## config.mk

```make
export PLATFORM = sky130hd
export DESIGN_NAME = gce_seq
export DESIGN_NICKNAME = d
export VERILOG_FILES = /design/src/rtl/gce_seq.sv
export SDC_FILE = /design/constraint.sdc
export NUM_CORES = 1
export LEC_CHECK = 0
export BUFFER_PORTS_ARGS = -buffer_cell sky130_fd_sc_hd__buf_2
export CAP_MARGIN = 20
export CORE_UTILIZATION = 25
export CTS_CLUSTER_DIAMETER = 100
export DETAILED_ROUTE_END_ITERATION = 16
export PLACE_DENSITY = 0.42
export SLEW_MARGIN = 20
export SYNTH_ARGS = -nofsm -noshare
export SYNTH_HDL_FRONTEND = slang
export SYNTH_SLANG_ARGS = --single-unit
```

## constraint.sdc

```tcl
create_clock -name clki -period 2.4 [get_ports clki]
set_clock_uncertainty 0.2 [all_clocks]
set_input_delay 0.36 -clock clki [delete_from_list [all_inputs] [get_ports clki]]
set_output_delay 0.36 -clock clki [all_outputs]
set_load 0.01 [all_outputs]
```

## src/rtl/gce_seq.sv

```systemverilog
// Clock-enable sequencer for a bank of gated clock domains sharing clki.
// Grants CE changes one domain at a time, round-robin, spaced by a stagger timer.
//
// state  | meaning
// S_IDLE | free to grant the next pending CE change
// S_WAIT | stagger timer running, no CE change allowed
module gce_seq #(
   parameter int N       = 4,
   parameter int STAGGER = 4,
   parameter int MIN_ON  = 8,
   parameter int ACK_DLY = 2
) (
   input  logic         clki,
   input  logic         rst_n,
   input  logic [N-1:0] req,
   output logic [N-1:0] ce,
   output logic [N-1:0] ack,
   output logic         busy
);

   localparam int PW = (N > 1) ? $clog2(N) : 1;
   localparam int SW = (STAGGER > 1) ? $clog2(STAGGER) : 1;
   localparam int OW = $clog2(MIN_ON + 1);
   localparam int AW = $clog2(ACK_DLY + 1);

   typedef enum logic {S_IDLE, S_WAIT} state_t;

   state_t         state, state_nxt;
   logic [N-1:0]   rreq;
   logic [N-1:0]   pend;
   logic [N-1:0]   ce_nxt;
   logic [PW-1:0]  ptr, ptr_nxt;
   logic [SW-1:0]  stg_cnt, stg_nxt;
   logic [PW-1:0]  sel;
   logic           found;
   logic [OW-1:0]  on_cnt  [N];
   logic [AW-1:0]  ack_cnt [N];

   // An off change only becomes pending once the minimum on-time has saturated.
   always_comb begin
      pend = '0;
      for (int i = 0; i < N; i++) begin
         pend[i] = (rreq[i] & ~ce[i]) |
                   (~rreq[i] & ce[i] & (on_cnt[i] == OW'(MIN_ON)));
      end
   end

   always_comb begin
      found = 1'b0;
      sel   = '0;
      for (int j = 0; j < N; j++) begin
         if (!found && pend[(int'(ptr) + j) % N]) begin
            found = 1'b1;
            sel   = PW'((int'(ptr) + j) % N);
         end
      end
   end

   always_comb begin
      state_nxt = state;
      ce_nxt    = ce;
      ptr_nxt   = ptr;
      stg_nxt   = stg_cnt;
      case (state)
         S_IDLE: begin
            if (found) begin
               ce_nxt[sel] = ~ce[sel];
               ptr_nxt     = PW'((int'(sel) + 1) % N);
               stg_nxt     = SW'(STAGGER - 1);
               state_nxt   = S_WAIT;
            end
         end
         S_WAIT: begin
            // Leaving on the edge where the count reaches zero keeps grants STAGGER edges apart.
            if (stg_cnt <= SW'(1)) begin
               stg_nxt   = '0;
               state_nxt = S_IDLE;
            end else begin
               stg_nxt = stg_cnt - SW'(1);
            end
         end
         default: state_nxt = S_IDLE;
      endcase
   end

   always_ff @(posedge clki or negedge rst_n) begin
      if (!rst_n) begin
         state   <= S_IDLE;
         ce      <= '0;
         ptr     <= '0;
         stg_cnt <= '0;
         rreq    <= '0;
      end else begin
         state   <= state_nxt;
         ce      <= ce_nxt;
         ptr     <= ptr_nxt;
         stg_cnt <= stg_nxt;
         rreq    <= req;
      end
   end

   always_ff @(posedge clki or negedge rst_n) begin
      if (!rst_n) begin
         for (int i = 0; i < N; i++) begin
            on_cnt[i]  <= '0;
            ack_cnt[i] <= '0;
         end
      end else begin
         for (int i = 0; i < N; i++) begin
            if (!ce[i]) begin
               on_cnt[i]  <= '0;
               ack_cnt[i] <= '0;
            end else begin
               if (on_cnt[i] != OW'(MIN_ON))
                  on_cnt[i] <= on_cnt[i] + OW'(1);
               if (ack_cnt[i] != AW'(ACK_DLY))
                  ack_cnt[i] <= ack_cnt[i] + AW'(1);
            end
         end
      end
   end

   // Gating with ce makes ack fall on the same edge as its CE.
   always_comb begin
      ack = '0;
      for (int i = 0; i < N; i++)
         ack[i] = ce[i] & (ack_cnt[i] == AW'(ACK_DLY));
   end

   assign busy = (state == S_WAIT) | (|pend);

endmodule
```

* After elaboration in Yosys (flattened, before gate mapping)
Cells that the tools add are included.
** Operators by class
- Equal/unequal tests :: 25
- Reductions and logical operators :: 12
- Add/sub/neg operators :: 13
- Bitwise operators :: 34
- Magnitude comparators :: 7
- Mux-type cells :: 46
** Operators with widths (number)
- 2-to-1 mux 4 bit :: 8
- 2-to-1 mux 2 bit :: 14
- adder 4 x 1 -> 4 bit, second input constant :: 4
- bitwise AND 1 bit :: 16
- equality test 4 bit, second input constant :: 4
- != test 2 x 1 -> 1 bit, second input constant :: 8
- != test 4 bit, second input constant :: 4
- 2-to-1 mux 1 bit :: 15
- adder 2 x 1 -> 2 bit, second input constant :: 6
- less-than comparator 3 x 4 -> 1 bit, second input constant :: 3
- binary-select mux 1 bit (select 2 bit) :: 5
- != test 2 bit, second input constant :: 5
- NOT 1 bit :: 10
- equality test 2 bit, second input constant :: 4
- less-than comparator 2 x 3 -> 1 bit, second input constant :: 2
- OR reduction 2 bit :: 3
- OR 1 bit :: 5
- adder 2 bit, second input constant :: 2
- bitwise mux 4 bit :: 1
- logical AND 1 bit :: 4
- one-hot mux 2 bit (2 select lines) :: 1
- OR reduction 4 bit :: 1
- bitwise AND 1 bit, first input constant :: 3
- zero test 1 bit :: 3
- other kinds (6) :: 6
** Word-level totals
- Register bits :: 37
- Word-level logic and storage cells :: 150
- Bits of input ports :: 6
- Output and inout port bits :: 9

* Logic depth before layout (Yosys ltp)
- Word-level depth :: 21
- Depth in mapped cells :: 12
- Gate-level depth less buffers :: 11

* Worst setup path after synthesis
Ideal clock, no wire load.
- Path type :: reg2reg
- From :: register on_cnt[12] in the netlist's numbering
- To :: register ce[0]
- Slack :: 53 ps
- Library setup time :: 132 ps
- Arrival :: 2016 ps
- Buffers on the path :: 1
- Cell stages (with the launch flop) :: 13
- Required time :: 2068 ps
- Period minus slack after synthesis :: 2347 ps
- Path through :: dfrtp_1 > inv_1 > ha_1 > and3b_1 > buf_6 > a22o_1 > o21ai_2 > and3_4 > inv_1 > ha_1 > and2_1 > nor2_1 > a31oi_2
** On the way
- Word-level cells in the longest chain between the ends :: 20
- Elaborated cells on any way between the ends :: 38
- Those cells by class :: order compare (2); eq/ne (1); mux (24); bitwise (3); reduce/logical (8)
** RTL lines
- start, declared :: RTL line 36 : logic [OW-1:0] on_cnt [N];
- start signal, assigned by index :: RTL line 115 : on_cnt[i] <= on_cnt[i] + OW'(1);
- equality test 4 bit * :: RTL line 44 : (~rreq[i] & ce[i] & (on_cnt[i] == OW'(MIN_ON)));
- bitwise AND 1 bit * :: RTL line 44
- OR 1 bit * :: RTL line 43 : pend[i] = (rreq[i] & ~ce[i]) |
- binary-select mux 1 bit (select 2 bit) :: RTL line 52 : if (!found && pend[(int'(ptr) + j) % N]) begin
- 2-to-1 mux 1 bit (not written as such) :: RTL line 52
- 2-to-1 mux 1 bit :: RTL line 52
- zero test 1 bit :: RTL line 52
- logical AND 1 bit :: RTL line 52
- (+4 left out)
- zero test 1 bit :: RTL line 52
- logical AND 1 bit :: RTL line 52
- 2-to-1 mux 2 bit :: RTL line 52
- less-than comparator 2 x 3 -> 1 bit (not written as such) or >= comparator 2 x 1 -> 1 bit (tied branches) :: RTL line 67 : ce_nxt[sel] = ~ce[sel];
- logical AND 1 bit (not written as such) :: RTL line 67
- 2-to-1 mux 1 bit (not written as such) :: RTL line 67
- demux 1 bit (select 2 bit) :: RTL line 67
- bitwise mux 4 bit :: RTL line 67
- end signal, assigned :: RTL line 95 : ce <= ce_nxt;
- end, declared :: RTL line 16 : output logic [N-1:0] ce,
Every way passes the cells marked *; elsewhere a longest branch is shown, timed or not. The select of a mux whose other input is x is not followed.
A chain may end at the register's enable or synchronous reset.

* Final worst setup path
- From :: register on_cnt[13] in the netlist's numbering
- To :: output port busy
** On the way
- Word-level cells in the longest chain between the ends :: 5
** RTL lines
- equality test 4 bit :: RTL line 44
- bitwise AND 1 bit :: RTL line 44
- OR 1 bit :: RTL line 43
- OR reduction 4 bit :: RTL line 130 : assign busy = (state == S_WAIT) | (|pend);
- OR 1 bit :: RTL line 130
- end, declared :: RTL line 18 : output logic busy
Every way passes these cells.

==> results.toml <==
[pwr]
seqPwrFrac = 0.340
internal-power_mw = 1.91
switching_power_mw = 1.27
clock_power_share = 0.134
power.share.switching = 0.400
power_density_nw_per_um2 = 1170
vdd_drop_max_mv = 0.418
power.static_leakage_nw = 1.24
power.combinational.fraction = 0.526

[drt]
vias_per_std_cell = 4.28
drt.antenna.violating_nets = 0
post-route-drc-count = 0
wl_um = 4120
drtPass1Iterations = 4
routed_wire_length_per_instance_um = 11.2
detailedRoute.firstIterationViolations = 51
routed-via-count = 1569

[hold_path]
worst_hold_path.num_cells = 2
timing.hold.worst.class = "reg -> reg"

[run_status]
status = "finished clean"

[global_route]
grt_antenna_before_repair = 0
grt_pass1_wl_um = 7130
top_usage_layer = "met2"
global_route.overflow_total = 0
first_global_vias = 1523
global_route.usage.met1 = 0.135
met3_usage = 0.0266
grt_usage = 0.105
m2_gr_usage = 0.173
grt_max_degree = 20

[logic_synthesis]
synth.distinct_cells = 43
ys_top_cells_by_area = "sky130_fd_sc_hd__dfrtp_1 (43%), sky130_fd_sc_hd__ha_1 (9.4%), sky130_fd_sc_hd__and2_1 (5.0%)"
synth_seq_area_share = 0.434
yosys.area.top_type = "sky130_fd_sc_hd__dfrtp_1"
post_synth_instance_area_um2 = 2130
yosys_register_bits = 37
syn_inst = 212
syn_avg_cell_area_um2 = 10.1
synth_largest_type_area_fraction = 0.434
synth-edff-count = 0
async_reset_ff_frac = 1.00
syn_nets = 234
most_used_dff_post_synth = "sky130_fd_sc_hd__dfrtp_1"
synth_warnings = 0

[timing]
achievable-frequency_mhz = 430
setup_violations = 0
layout_min_cycle_time_ns = 2.32
final_number_of_max_transition_violations = 0
worstMarginPinSlew_ns = 0.476
max-slew-margin-rel = 0.683
post-route-worst-setup-slack_ns = 0.0757
timing.final.hold_violations = 0
final_cycle_utilization_of_the_critical_path = 0.968
setup_repair_after_global_routing_missed_its_margin = "true"

[cells_and_area]
fill_cell_instance_count_of_the_final_layout = 850
layout.cell_area.non_filler_um2 = 2720
syn_to_final_growth_pct = 27.3
final_layout_size_suffix_gt1_frac = 0.279
diodes = 0
post_route_utilization = 0.330
finish.cell_count_without_fillers = 367
number_of_nets_in_the_final_layout = 283

[worst_setup_path]
worst_path_largest_cell_delay_ns = 0.35
timing.critical_path.slowest_stage_cell = "sky130_fd_sc_hd__dfrtp_1"
critical_path.endpoint_type = "output pin"
critical_path_cell_by_cell = "inv_1 -> ha_4 -> and3b_2 -> a21oi_2 -> nand4_1 -> or2_4 -> buf_6"
critical_path.max_fanout = 4
cp_num_buf_inv = 2
cp-start-kind = "flip-flop"
critPathKind = "reg -> out"
worst-endpoint-required_ns = 1.84
path_delay_family = "simple AND/OR/NAND/NOR gates"
cp.depth = 7
worst-endpoint-arrival_ns = 1.76
length_in_cells_of_the_worst_reg_to_reg_path = 11

[cts]
max-clock-path-buffers = 2
worstSkewPairLatency_ns = 0.29
num_cts_buffers = 5
tritoncts = "built"
clock_sink_count = 37
clock_tree.htree_level_count = 2
root_buffer = "sky130_fd_sc_hd__clkbuf_8"
clkSlewWorstSetupHoldPaths_ns = 0.07

[place]
placed_cells_incl_taps = 344
place.port_buffers = 14
dp_hpwl_um = 2950
gp_congestion = 0.723
detailedPlace.worstSlack_ns = 0.0209
post_dp_cell_area_um2 = 2450

[job]
cap_violations = 0

[floorplanning]
core_area_um2 = 8220
placement_rows = 33
die_width_um = 94.4
die_height_um = 94.4
die_area_um2 = 8900
top_level_ports = 15
floorplan.initialDensity = 0.259
[power groups by stage]
stage	clock network [mW]	registers [mW]	logic (mW)
6_report	0.427	1.08	1.68
4_1_cts	0.457	1.08	1.60
2_1_floorplan	0	1.06	1.07
3_3_place_gp	0	1.09	1.50
3_5_place_dp	0	1.10	1.50
5_1_grt	0.481	1.12	1.92
[layout make-up]
| class | instances | area [µm²] | share of cell area |
|---|---|---|---|
| multi-input cells | 152 | 1160 | 0.428 |
| flip-flops and latches | 37 | 926 | 0.341 |
| repair buffers | 45 | 338 | 0.124 |
| well taps | 105 | 131 | 0.0484 |
| inverters | 20 | 76.3 | 0.0281 |
| clock buffers | 6 | 72.6 | 0.0267 |
| clock inverters | 2 | 10.0 | 0.00369 |
[cell families (layout without fill, tap and decap cells)]
| family | count (synthesis) | count (layout) | synth area share |
|---|---|---|---|
| buffers and inverters | 23 | 73 | 0.0452 |
| flip-flops | 37 | 37 | 0.434 |
| AND/OR/NAND/NOR | 80 | 80 | 0.218 |
| multiplexers | 2 | 2 | 0.00998 |
| adder cells (fa/ha/maj) | 16 | 16 | 0.0939 |
| XOR/XNOR | 13 | 13 | 0.0534 |
| AO/OA/AOI/OAI | 41 | 41 | 0.145 |
[stage by stage]
stage / power [mW] / hold WS (ns) / TNS (ns)
floorplan: 2.14 / -0.136 / 0
global placement: 2.60 / 0.147 / 0
detailed placement: 2.60 / 0.154 / 0
CTS: 3.14 / 0.338 / 0
global route: 3.52 / 0.360 / -0.0706
finish: 3.19 / 0.330 / 0
[state kept, by name, indices dropped and copies added (netlist names)]
register and count:
rreq 4, stg_cnt 2, ack_cnt 8, state 1, ptr 2, on_cnt 16, ce 4
[cell usage after synthesis (4+ instances only)]
cell,instances
sky130_fd_sc_hd__nor2b_1,4
sky130_fd_sc_hd__a21oi_1,10
sky130_fd_sc_hd__nand2_1,9
sky130_fd_sc_hd__inv_1,19
sky130_fd_sc_hd__and2_1,17
sky130_fd_sc_hd__a31oi_1,4
sky130_fd_sc_hd__dfrtp_1,37
sky130_fd_sc_hd__nor2_1,20
sky130_fd_sc_hd__nand2b_1,7
sky130_fd_sc_hd__ha_1,16
sky130_fd_sc_hd__nand3_1,5
sky130_fd_sc_hd__xor2_1,4
sky130_fd_sc_hd__o21ai_0,9
sky130_fd_sc_hd__xnor2_1,9
[timing repair]
| action | CTS | global route |
|---|---|---|
| hold buffers | 5 | 0 |
| pin swaps | 6 | 9 |
| hold endpoints to repair | 22 | 0 |
| gates resized for setup | 10 | 7 |
| buffers inserted | 3 | 7 |
| endpoints found under the setup margin | 1 | 6 |
[metal layers]
metal,share of wire,wire length (µm)
met4,0.0095,39
met2,0.46,1900
met1,0.50,2070
met3,0.026,107
met5,0,0
[placed cells by master (no fill, tap or decap), types with 3 or more instances in the layout]
master                           n
sky130_fd_sc_hd__xnor2_1         9
sky130_fd_sc_hd__a21oi_1        10
sky130_fd_sc_hd__inv_2           3
sky130_fd_sc_hd__inv_1          16
sky130_fd_sc_hd__and2_1         17
sky130_fd_sc_hd__nand2_1         9
sky130_fd_sc_hd__buf_2          13
sky130_fd_sc_hd__nor2b_1         4
sky130_fd_sc_hd__dfrtp_1        37
sky130_fd_sc_hd__nand2b_1        7
sky130_fd_sc_hd__nand3_1         5
sky130_fd_sc_hd__xor2_1          4
sky130_fd_sc_hd__clkbuf_8        5
sky130_fd_sc_hd__buf_4          24
sky130_fd_sc_hd__ha_1           12
sky130_fd_sc_hd__clkinv_2        3
sky130_fd_sc_hd__nand3b_1        3
sky130_fd_sc_hd__nand4_1         3
sky130_fd_sc_hd__nor2_1         20
sky130_fd_sc_hd__nor3_1          3
sky130_fd_sc_hd__o21ai_0         9
sky130_fd_sc_hd__a31oi_1         4
sky130_fd_sc_hd__dlygate4sd3_1   5
[tightest hold or removal path, stage by stage, from the launching register on]
cell and delay (ns):
sky130_fd_sc_hd__dfrtp_1 0.35, sky130_fd_sc_hd__a21oi_1 0.07, sky130_fd_sc_hd__nor2_1 0.07
[path summary, 6_finish.rpt]
check / slack, ns / start / end
hold reg to reg: 0.33 / ack_cnt[5] / ack_cnt[5]
hold / removal: 0.33 / ack_cnt[5] / ack_cnt[5]
setup reg to reg: 0.11 / on_cnt[9] / ce[0]
setup / recovery: 0.08 / on_cnt[13] / busy
max in group asynchronous: 1.18 / rst_n / on_cnt[6]
min in group asynchronous: 0.35 / rst_n / ack_cnt[7]
(Power assumes the default switching activity.)
